<file path="src/rtl/result_collector.sv">
// result_collector
//   Captures result words from the upstream data interface into a FIFO and
//   pairs them with the expected frame length. Each frame goes to the host on
//   a valid/ready stream as a header word (the count) followed by exactly that
//   many result words. Upstream has no backpressure, so the block raises an
//   early almost_full warning and keeps sticky error flags.
//
//   Optional feature macro: RESULT_CHECKSUM_EN
//     When it is defined, a TRAILER word follows the body. The trailer carries
//     the XOR of all body words, and m_last moves onto the trailer.
//
// Ports
//   clk             rising-edge clock
//   clear           asynchronous active-low reset
//   enable          ingress enable for results and counts (egress always runs)
//   res_data/valid  result word from upstream
//   exp_count/valid expected word count for the next frame
//   m_data/valid/ready/last  egress stream to host
//   almost_full     registered, free entries <= AFULL_MARGIN
//   overflow        sticky, a result was dropped on a full FIFO
//   frame_error     sticky, a count arrived while another was pending
//   busy            registered, FSM not idle or a count pending
//
// state   | meaning
// IDLE    | waiting for a pending count
// HEADER  | presenting the count word
// BODY    | streaming FIFO words until remaining reaches zero
// TRAILER | presenting the XOR checksum (RESULT_CHECKSUM_EN only)
module result_collector #(
  parameter int unsigned DEPTH        = 16,
  parameter int unsigned AFULL_MARGIN = 4
) (
  input  logic        clk,
  input  logic        clear,
  input  logic        enable,
  input  logic [31:0] res_data,
  input  logic        res_valid,
  input  logic [31:0] exp_count,
  input  logic        exp_count_valid,
  output logic [31:0] m_data,
  output logic        m_valid,
  input  logic        m_ready,
  output logic        m_last,
  output logic        almost_full,
  output logic        overflow,
  output logic        frame_error,
  output logic        busy
);

  localparam int unsigned AW = $clog2(DEPTH);
  localparam logic [AW:0] PTR_ONE = {{AW{1'b0}}, 1'b1};

  typedef enum logic [1:0] {
    IDLE    = 2'd0,
    HEADER  = 2'd1,
    BODY    = 2'd2,
    TRAILER = 2'd3
  } state_t;

  state_t      state, state_nx;
  logic [31:0] mem [DEPTH];
  logic [AW:0] wr_ptr, rd_ptr, wr_ptr_nx, rd_ptr_nx, level_nx;
  logic        full, empty, push, pop, drop;
  logic [31:0] head;
  logic        pend_v, pend_v_nx;
  logic [31:0] pend_cnt;
  logic        cnt_in, take_cnt, cnt_load, cnt_err;
  logic [31:0] remaining, remaining_nx;
  logic        afull_nx, busy_nx;
`ifdef RESULT_CHECKSUM_EN
  logic [31:0] csum;
`endif

  // Pointers carry one extra wrap bit so full and empty can be told apart.
  assign full  = (wr_ptr[AW] != rd_ptr[AW]) && (wr_ptr[AW-1:0] == rd_ptr[AW-1:0]);
  assign empty = (wr_ptr == rd_ptr);
  assign head  = mem[rd_ptr[AW-1:0]];

  // A pop in the same cycle frees a slot, so a full FIFO can still accept.
  assign push = enable && res_valid && (!full || pop);
  assign drop = enable && res_valid && !push;

  assign wr_ptr_nx = push ? wr_ptr + PTR_ONE : wr_ptr;
  assign rd_ptr_nx = pop  ? rd_ptr + PTR_ONE : rd_ptr;
  assign level_nx  = wr_ptr_nx - rd_ptr_nx;
  assign afull_nx  = (32'(DEPTH) - 32'(level_nx)) <= 32'(AFULL_MARGIN);

  // If the FSM consumes the pending count in the same cycle that a new count
  // arrives, the slot is being vacated, so the new count is accepted.
  assign cnt_in   = enable && exp_count_valid;
  assign cnt_load = cnt_in && (!pend_v || take_cnt);
  assign cnt_err  = cnt_in && pend_v && !take_cnt;

  always_comb begin
    pend_v_nx = pend_v;
    if (take_cnt) pend_v_nx = 1'b0;
    if (cnt_load) pend_v_nx = 1'b1;
  end

  assign busy_nx = (state_nx != IDLE) || pend_v_nx;

  always_comb begin
    state_nx     = state;
    remaining_nx = remaining;
    m_valid      = 1'b0;
    m_data       = '0;
    m_last       = 1'b0;
    pop          = 1'b0;
    take_cnt     = 1'b0;
    case (state)
      IDLE: begin
        if (pend_v) begin
          take_cnt     = 1'b1;
          remaining_nx = pend_cnt;
          state_nx     = HEADER;
        end
      end
      HEADER: begin
        m_valid = 1'b1;
        m_data  = remaining;
`ifdef RESULT_CHECKSUM_EN
        if (m_ready) state_nx = (remaining == 32'd0) ? TRAILER : BODY;
`else
        m_last = (remaining == 32'd0);
        if (m_ready) state_nx = (remaining == 32'd0) ? IDLE : BODY;
`endif
      end
      BODY: begin
        m_valid = !empty;
        m_data  = head;
`ifndef RESULT_CHECKSUM_EN
        m_last = (remaining == 32'd1);
`endif
        if (!empty && m_ready) begin
          pop          = 1'b1;
          remaining_nx = remaining - 32'd1;
`ifdef RESULT_CHECKSUM_EN
          if (remaining == 32'd1) state_nx = TRAILER;
`else
          if (remaining == 32'd1) state_nx = IDLE;
`endif
        end
      end
`ifdef RESULT_CHECKSUM_EN
      TRAILER: begin
        m_valid = 1'b1;
        m_data  = csum;
        m_last  = 1'b1;
        if (m_ready) state_nx = IDLE;
      end
`endif
      default: state_nx = IDLE;
    endcase
  end

  always_ff @(posedge clk) begin
    if (push) mem[wr_ptr[AW-1:0]] <= res_data;
  end

  always_ff @(posedge clk or negedge clear) begin
    if (!clear) begin
      state       <= IDLE;
      wr_ptr      <= '0;
      rd_ptr      <= '0;
      pend_v      <= 1'b0;
      pend_cnt    <= '0;
      remaining   <= '0;
      almost_full <= 1'b0;
      overflow    <= 1'b0;
      frame_error <= 1'b0;
      busy        <= 1'b0;
    end else begin
      state       <= state_nx;
      wr_ptr      <= wr_ptr_nx;
      rd_ptr      <= rd_ptr_nx;
      pend_v      <= pend_v_nx;
      remaining   <= remaining_nx;
      almost_full <= afull_nx;
      busy        <= busy_nx;
      if (cnt_load) pend_cnt <= exp_count;
      if (drop) overflow <= 1'b1;
      if (cnt_err) frame_error <= 1'b1;
    end
  end

`ifdef RESULT_CHECKSUM_EN
  always_ff @(posedge clk or negedge clear) begin
    if (!clear) begin
      csum <= '0;
    end else if (take_cnt) begin
      csum <= '0;
    end else if (pop) begin
      csum <= csum ^ head;
    end
  end
`endif

endmodule

</file>
<file path="config.mk">
export PLATFORM = sky130hd
export DESIGN_NAME = result_collector
export DESIGN_NICKNAME = d
export VERILOG_FILES = /design/src/rtl/result_collector.sv
export SDC_FILE = /design/constraint.sdc
export NUM_CORES = 1
export LEC_CHECK = 0
export CAP_MARGIN = 20
export CORE_UTILIZATION = 50
export DETAILED_ROUTE_END_ITERATION = 6
export PLACE_DENSITY = 0.72
export SETUP_SLACK_MARGIN = 0.05
export SLEW_MARGIN = 20
export SYNTH_ARGS = -nofsm -noshare
export SYNTH_HDL_FRONTEND = slang
export SYNTH_SLANG_ARGS = --single-unit
</file>
<file path="constraint.sdc">
create_clock -name clk -period 8.2 [get_ports clk]
set_input_delay 1.64 -clock clk [delete_from_list [all_inputs] [get_ports clk]]
set_output_delay 1.64 -clock clk [all_outputs]
set_load 0.05 [all_outputs]
</file>
==> results by group, run 1 <==
Placement
  • Setup WS pre-CTS: 2.77 ns
  • Gp weighted congestion: 0.936
  • Buffers on Ports: 107
  • Post-DP HPWL: 29,200 um
  • Placed cell areas: 26,100 um^2
  • Placed cells: 1,922

Timing
  • Setup violations, final: 0
  • Final Critical Period: 5.97 ns
  • Final hold viol count: 0
  • Setup Skew: 0.0203 ns
  • Worst slew pin tran: 1.04 ns
  • Slew Viols, Final: 0
  • RSZ-0062 raised after global routing: false
  • Fin crit share: 0.728
  • Relative slew margins: 0.306
  • Setup ws final: 2.23 ns
  • Fin Setup TNS: 0 ns
  • Max Freq: 167 MHz

Yosys
  • Synth top area cells: edfxtp_1 64%, mux4_2 15%, dfrtp_1 8.4%, mux2_2 1.5%, a22oi_1 1.2%
  • Seq cells post-synth: 593
  • Number of flops mapped to enable cells by yosys: 512
  • Number of cells produced by synthesis: 1,245
  • Commonest register cell after synthesis: edfxtp_1
  • Post-synth top area share: 0.636
  • Post-Syn Area: 24,200 um^2
  • Yosys top cell by area: edfxtp_1
  • Sequential share of the synthesized area: 0.720
  • Mapped Nets: 1,331
  • FFs w/ async S/R, synth: 0.137
  • Avg Cell Area, Syn: 19.4 um^2
  • Distinct cells, synth: 72
  • Synth warn: 0

Floorplan
  • Die W: 222 um
  • Core Footprint: 47,700 um^2
  • Die Ht: 222 um
  • Die area: 49,200 um^2
  • Initial Utilization: 0.506
  • Rows: 80
  • Ports: 108

Cells and area
  • Most frequent cells in the layout: 512 x edfxtp_1, 160 x mux4_2, 106 x clkdlybuf4s50_1
  • Layout cells sized above 1: 0.239
  • NumNets Final: 1,450
  • Post-route cell area: 27,800 um^2
  • # fillers: 3,383
  • Commonest non-fill, non-tap cell in the layout: edfxtp_1
  • Non-filler cells, final: 2,020
  • Area growth from synthesis to layout: 15.1%
  • Fin util: 0.583

Power and ir drop
  • Maximum VDD drop: 0.000197 V
  • Power Internal: 6.26 mW
  • Pwr Density: 328 nW/um^2
  • Comb pwr share: 0.291
  • Switch Pwr: 2.86 mW
  • Seq pwr share: 0.436
  • Sw Share: 0.313
  • Clk network pwr share: 0.273
  • Leakage power: 8.93 nW

Worst setup path
  • CP Launch Type: flip-flop
  • Data required time of the worst path: 6.56 ns
  • Setup crit end kind: primary output
  • Worst path arrival time: 4.33 ns
  • Critical path class: reg2out
  • Crit path max fanout: 39

Detailed routing
  • Vias: 12,600
  • TritonRoute pass-1 iters: 5
  • DRT iter0 DRCs: 1,590
  • Wire per inst: 26.5 um
  • ANT nets after route: 0
  • Drc violations: 0
  • Routed WL: 53,600 um
  • Vias per cell: 6.23

Global routing
  • Gr usage total: 0.224
  • First-pass GRT wire length: 81,000 um
  • GRT overflow: 0
  • Largest net degree at the start of global routing: 72
  • Antenna violations before repair: 5
  • Vias in the first global route: 12,800

Hold path
  • Hold Crit Class: reg2reg

Clock tree
  • Root buf cell: clkbuf_16
  • CTS tree: yes
  • Setup bufs post-CTS: 0
  • Clock Sink Count: 593
  • Clock slew at the register clock pins of the worst setup and hold paths: 0.06 ns
  • Clock Latency Late Sink: 0.61 ns
  • H-tree depth: 2
  • Max Buffers Root-to-Sink: 3
  • CTS buffer count: 55
  • Post-CTS Hold Fix Bufs: 0
  • Post-cts resize count: 0

Status
  • Status: completed

Flow run
  • Max Cap Viol: 0
## registers in the layout (all words and copies together) (netlist names)
register / count
mem: 512
pend_v: 1
frame_error: 1
overflow: 1
wr_ptr: 5
busy: 1
rd_ptr: 5
state: 2
remaining: 32
pend_cnt: 32
almost_full: 1
## metrics by stage
stage                     total power, mW  hold WS (ns)
final                                9.12         0.473
after global placement               6.66         0.462
after floorplan                      5.85         0.455
after global routing                 9.51         0.496
after detailed placement             6.70         0.462
after CTS                            9.17         0.479
## cells in the mapped netlist (3+ instances only)
cell,count
nor2_1,29
edfxtp_1,512
nand4_1,4
or4_1,16
and2_1,4
mux4_2,160
nand4b_1,3
a22oi_1,38
or3_1,4
a32oi_1,13
mux2_2,32
nand2b_1,5
nand3_1,23
xor2_1,5
buf_2,6
nor2b_1,34
buf_1,18
xnor2_1,10
a21oi_1,16
nand2_1,56
a31oi_1,5
o21ai_0,13
nor4_1,3
a21o_1,5
nor3_1,11
ha_1,15
dfrtp_1,81
mux2i_1,3
clkbuf_1,47
inv_1,16
## path summary, 6_finish.rpt
check,start,endpoint,slack (ns),cells past startpoint
worst max-delay path,rd_ptr[0],m_data[21],2.23,6
worst min-delay path,frame_error,frame_error,0.47,1
worst max register to register,rd_ptr[1],almost_full,3.64,12
worst min register to register,frame_error,frame_error,0.47,1
max in group asynchronous,clear,remaining[31],6.19,2
min in group asynchronous,clear,rd_ptr[3],0.86,1
## area by class of cell
class / instances / area (um^2) / area share
diodes: 2 / 5.00 / 0.000180
multi-input cells: 564 / 6560 / 0.236
inverters: 16 / 60.1 / 0.00216
repair buffers: 134 / 1300 / 0.0466
clock inverters: 34 / 318 / 0.0114
well taps: 615 / 769 / 0.0277
clock buffers: 62 / 1400 / 0.0504
flip-flops and latches: 593 / 17400 / 0.626
## worst max-delay path, cell delays in order, from the launching register on
cell,delay [ns]
dfrtp_4,0.91
buf_4,0.61
mux4_2,0.57
mux4_2,0.51
a22oi_1,0.24
nor2b_1,0.08
clkdlybuf4s50_1,0.71
## power by group through the flow
stage	clock network, mW	logic (mW)	registers, mW
3_5_place_dp	0	2.67	4.03
3_3_place_gp	0	2.63	4.02
4_1_cts	2.53	2.67	3.98
5_1_grt	2.63	2.86	4.02
2_1_floorplan	0	2.05	3.80
6_report	2.49	2.65	3.97
## kinds of logic (layout without fill, tap and decap cells)
family                     count (synthesis)  after routing  synth area share
and+or+nand+nor                          214            214            0.0488
adders and majority gates                 16             16           0.00859
muxes                                    195            195             0.165
DFF                                      593            593             0.720
AOI/OAI and AO/OA                        123            123            0.0371
other                                      0              2                 0
xor gates and xnor gates                  16             16           0.00637
buffers and inverters                     88            246            0.0140
## layer usage
layer / vias up / global-route usage / part of all wire
li1: 5376 / - / -
met1: 6591 / 0.304 / 0.41
met2: 512 / 0.368 / 0.50
met3: 91 / 0.0477 / 0.078
met4: 6 / 0.0641 / 0.020
met5: - / 0 / 0.00075
(Power assumes the default switching activity.)
==> inputs of run 2 (changes only) <==
clock period = 6.3 ns   (was 8.2 ns; I/O delays follow)
==> run 2 against run 1 <==
  * Power increased by 34%
  * Die area unchanged
  * Sequential share of layout area decreased by 0.59 points
  * Final area increased by 0.95%
  * Sequential power increased by 29%
  * Clock power increased by 41%
  * Combinational power increased by 35%
  * Sequential cell count unchanged
  * Non-clock buffer count increased by 3
  * Clock skew decreased by 0.0035 ns
  * Register-to-register slack got worse by 1.5 ns
  * Largest cell class unchanged
==> results by group, run 2 (synthesis results as in run 1) <==
Detailed routing
  • Routed WL: 55,200 um (+2.9%)
  • Vias: 12,700 (+0.91%)
  • ANT nets after route: 0 (unchanged)
  • TritonRoute pass-1 iters: 5 (unchanged)
  • DRT iter0 DRCs: 1,724 (+8.4%)
  • Vias per cell: 6.25 (+0.42%)
  • Drc violations: 0 (unchanged)
  • Wire per inst: 27.2 um (+2.4%)

Placement
  • Buffers on Ports: 107 (unchanged)
  • Gp weighted congestion: 0.887 (-5.2%)
  • Post-DP HPWL: 31,300 um (+7.0%)

Cells and area
  • Commonest non-fill, non-tap cell in the layout: edfxtp_1
  • NumNets Final: 1,454 (+0.28%)
  • Most frequent cells in the layout: 512 x edfxtp_1, 160 x mux4_2, 106 x clkdlybuf4s50_1
  • Area growth from synthesis to layout: 16.2%
  • Layout cells sized above 1: 0.248 (+0.00857)
  • Max reg flops: 512 (unchanged)
  • Fin util: 0.588 (+0.00553)
  • # fillers: 3,440 (+1.7%)
  • Ant. Diodes: 0 (-2)

Worst setup path
  • Flop-to-flop setup slack: 2.11 ns (-1.53 ns)
  • CP Launch Type: flip-flop
  • Worst path arrival time: 4.03 ns (-0.30 ns)
  • Critical path class: reg2out
  • Data required time of the worst path: 5.04 ns (-1.52 ns)
  • Setup crit end kind: primary output
  • Crit path max fanout: 75 (+92%)
  • R2R cell count: 12 (unchanged)

Power and ir drop
  • Leakage power: 9.06 nW (+1.5%)
  • Pwr Density: 434 nW/um^2 (+33%)
  • Comb pwr share: 0.293 (+0.002)
  • Clk network pwr share: 0.287 (+0.014)
  • Power Internal: 8.41 mW (+34%)
  • Seq pwr share: 0.419 (-0.017)
  • Pwr Total: 12.2 mW (+34%)
  • Switch Pwr: 3.79 mW (+33%)
  • Sw Share: 0.311 (-0.00282)
  • Maximum VDD drop: 0.000231 V (+17%)

Clock tree
  • Setup bufs post-CTS: 0 (unchanged)
  • Clock Sink Count: 593 (unchanged)
  • Clock Latency Late Sink: 0.61 ns (about the same)
  • CTS tree: yes
  • Post-cts resize count: 0 (unchanged)
  • H-tree depth: 2 (unchanged)
  • Post-CTS Hold Fix Bufs: 0 (unchanged)
  • CTS buffer count: 56 (+1.8%)
  • Clock slew at the register clock pins of the worst setup and hold paths: 0.06 ns (about the same)
  • Root buf cell: clkbuf_16
  • Max Buffers Root-to-Sink: 3 (unchanged)

Global routing
  • Antenna violations before repair: 4 (-1)
  • Largest net degree at the start of global routing: 82 (+14%)
  • First-pass GRT wire length: 82,400 um (+1.8%)
  • Gr usage total: 0.228 (+0.00443)
  • Vias in the first global route: 12,800 (+0.11%)
  • GRT overflow: 0 (unchanged)

Timing
  • Setup violations, final: 0 (unchanged)
  • Max Freq: 189 MHz
  • Relative slew margins: 0.290 (-0.0160)
  • RSZ-0062 raised after global routing: false
  • Final Critical Period: 5.29 ns
  • Slew Viols, Final: 0 (unchanged)
  • Fin crit share: 0.840
  • Setup Skew: 0.0167 ns (-0.00354 ns)
  • Fin Setup TNS: 0 ns (unchanged)
  • Final hold viol count: 0 (unchanged)
  • Worst slew pin tran: 1.06 ns (+0.0216 ns)

Floorplan
  • Die W: 222 um (unchanged)
  • Ports: 108 (unchanged)
  • Initial Utilization: 0.506 (unchanged)
  • Core Footprint: 47,700 um^2 (unchanged)
  • Die Ht: 222 um (unchanged)
  • Die area: 49,200 um^2 (unchanged)
  • Rows: 80 (unchanged)

Hold path
  • Hold Crit Class: reg2reg
  • Min-Delay Path Depth: 1 (unchanged)

Flow run
  • Max Cap Viol: 0 (unchanged)

Status
  • Status: completed
==> run 2: changes by cell type in the layout (fill, tap and decap cells not counted), moves of 2 or more <==
cell / previous run / this run
clkbuf_8: 0 / 8
clkinv_1: 13 / 10
buf_12: 2 / 4
bufinv_16: 6 / 8
clkbuf_16: 55 / 57
diode_2: 2 / 0
==> run 2: worst paths after layout <==
check,end,start
min reg2reg,frame_error,frame_error
min in group asynchronous,frame_error,clear
max reg2reg,almost_full,state[0]
min,frame_error,frame_error
max,m_data[21],rd_ptr[0]
max in group asynchronous,rd_ptr[1],clear
==> run 2: cell type report <==
cell class / instances / area (um^2) / area share
timing repair buffer: 137 / 1350 / 0.0480
clock buffer: 72 / 1560 / 0.0556
sequential: 593 / 17400 / 0.620
inverter: 16 / 60.1 / 0.00214
tap: 615 / 769 / 0.0274
clock inverter: 33 / 369 / 0.0131
multi-input combinational: 564 / 6570 / 0.234
==> run 2: metrics by stage <==
step	setup slack (ns)	area, um^2	std cells	hold slack [ns]
floorplan	1.55	24200	1245	0.455
global placement	1.57	26100	1925	0.468
detailed placement	1.59	26100	1925	0.470
CTS	0.930	28100	2030	0.487
global route	0.830	28100	2030	0.527
finish	1.01	28100	2030	0.490
==> run 2: routing by layer <==
| layer | GRT usage | up-vias | share of wire | wire [um] |
|---|---|---|---|---|
| li1 | - | 5376 | - | - |
| met1 | 0.318 | 6712 | 0.41 | 22800 |
| met2 | 0.374 | 516 | 0.49 | 27200 |
| met3 | 0.0451 | 79 | 0.073 | 4010 |
| met4 | 0.0549 | 8 | 0.020 | 1090 |
| met5 | 0 | - | 0.0010 | 56 |
==> run 2: worst max-delay path: stages (launching register included) <==
cell and delay [ns]:
dfrtp_4 0.66, buf_12 0.52, mux4_2 0.59, mux4_2 0.54
a22oi_1 0.23, nor2b_1 0.08, clkdlybuf4s50_1 0.71
==> run 2: power groups by stage <==
stage / combinational [mW] / clock (mW) / sequential [mW]
6_report: 3.58 / 3.50 / 5.12
2_1_floorplan: 2.67 / 0 / 4.94
5_1_grt: 3.84 / 3.69 / 5.16
4_1_cts: 3.61 / 3.55 / 5.11
3_3_place_gp: 3.53 / 0 / 5.17
3_5_place_dp: 3.59 / 0 / 5.18
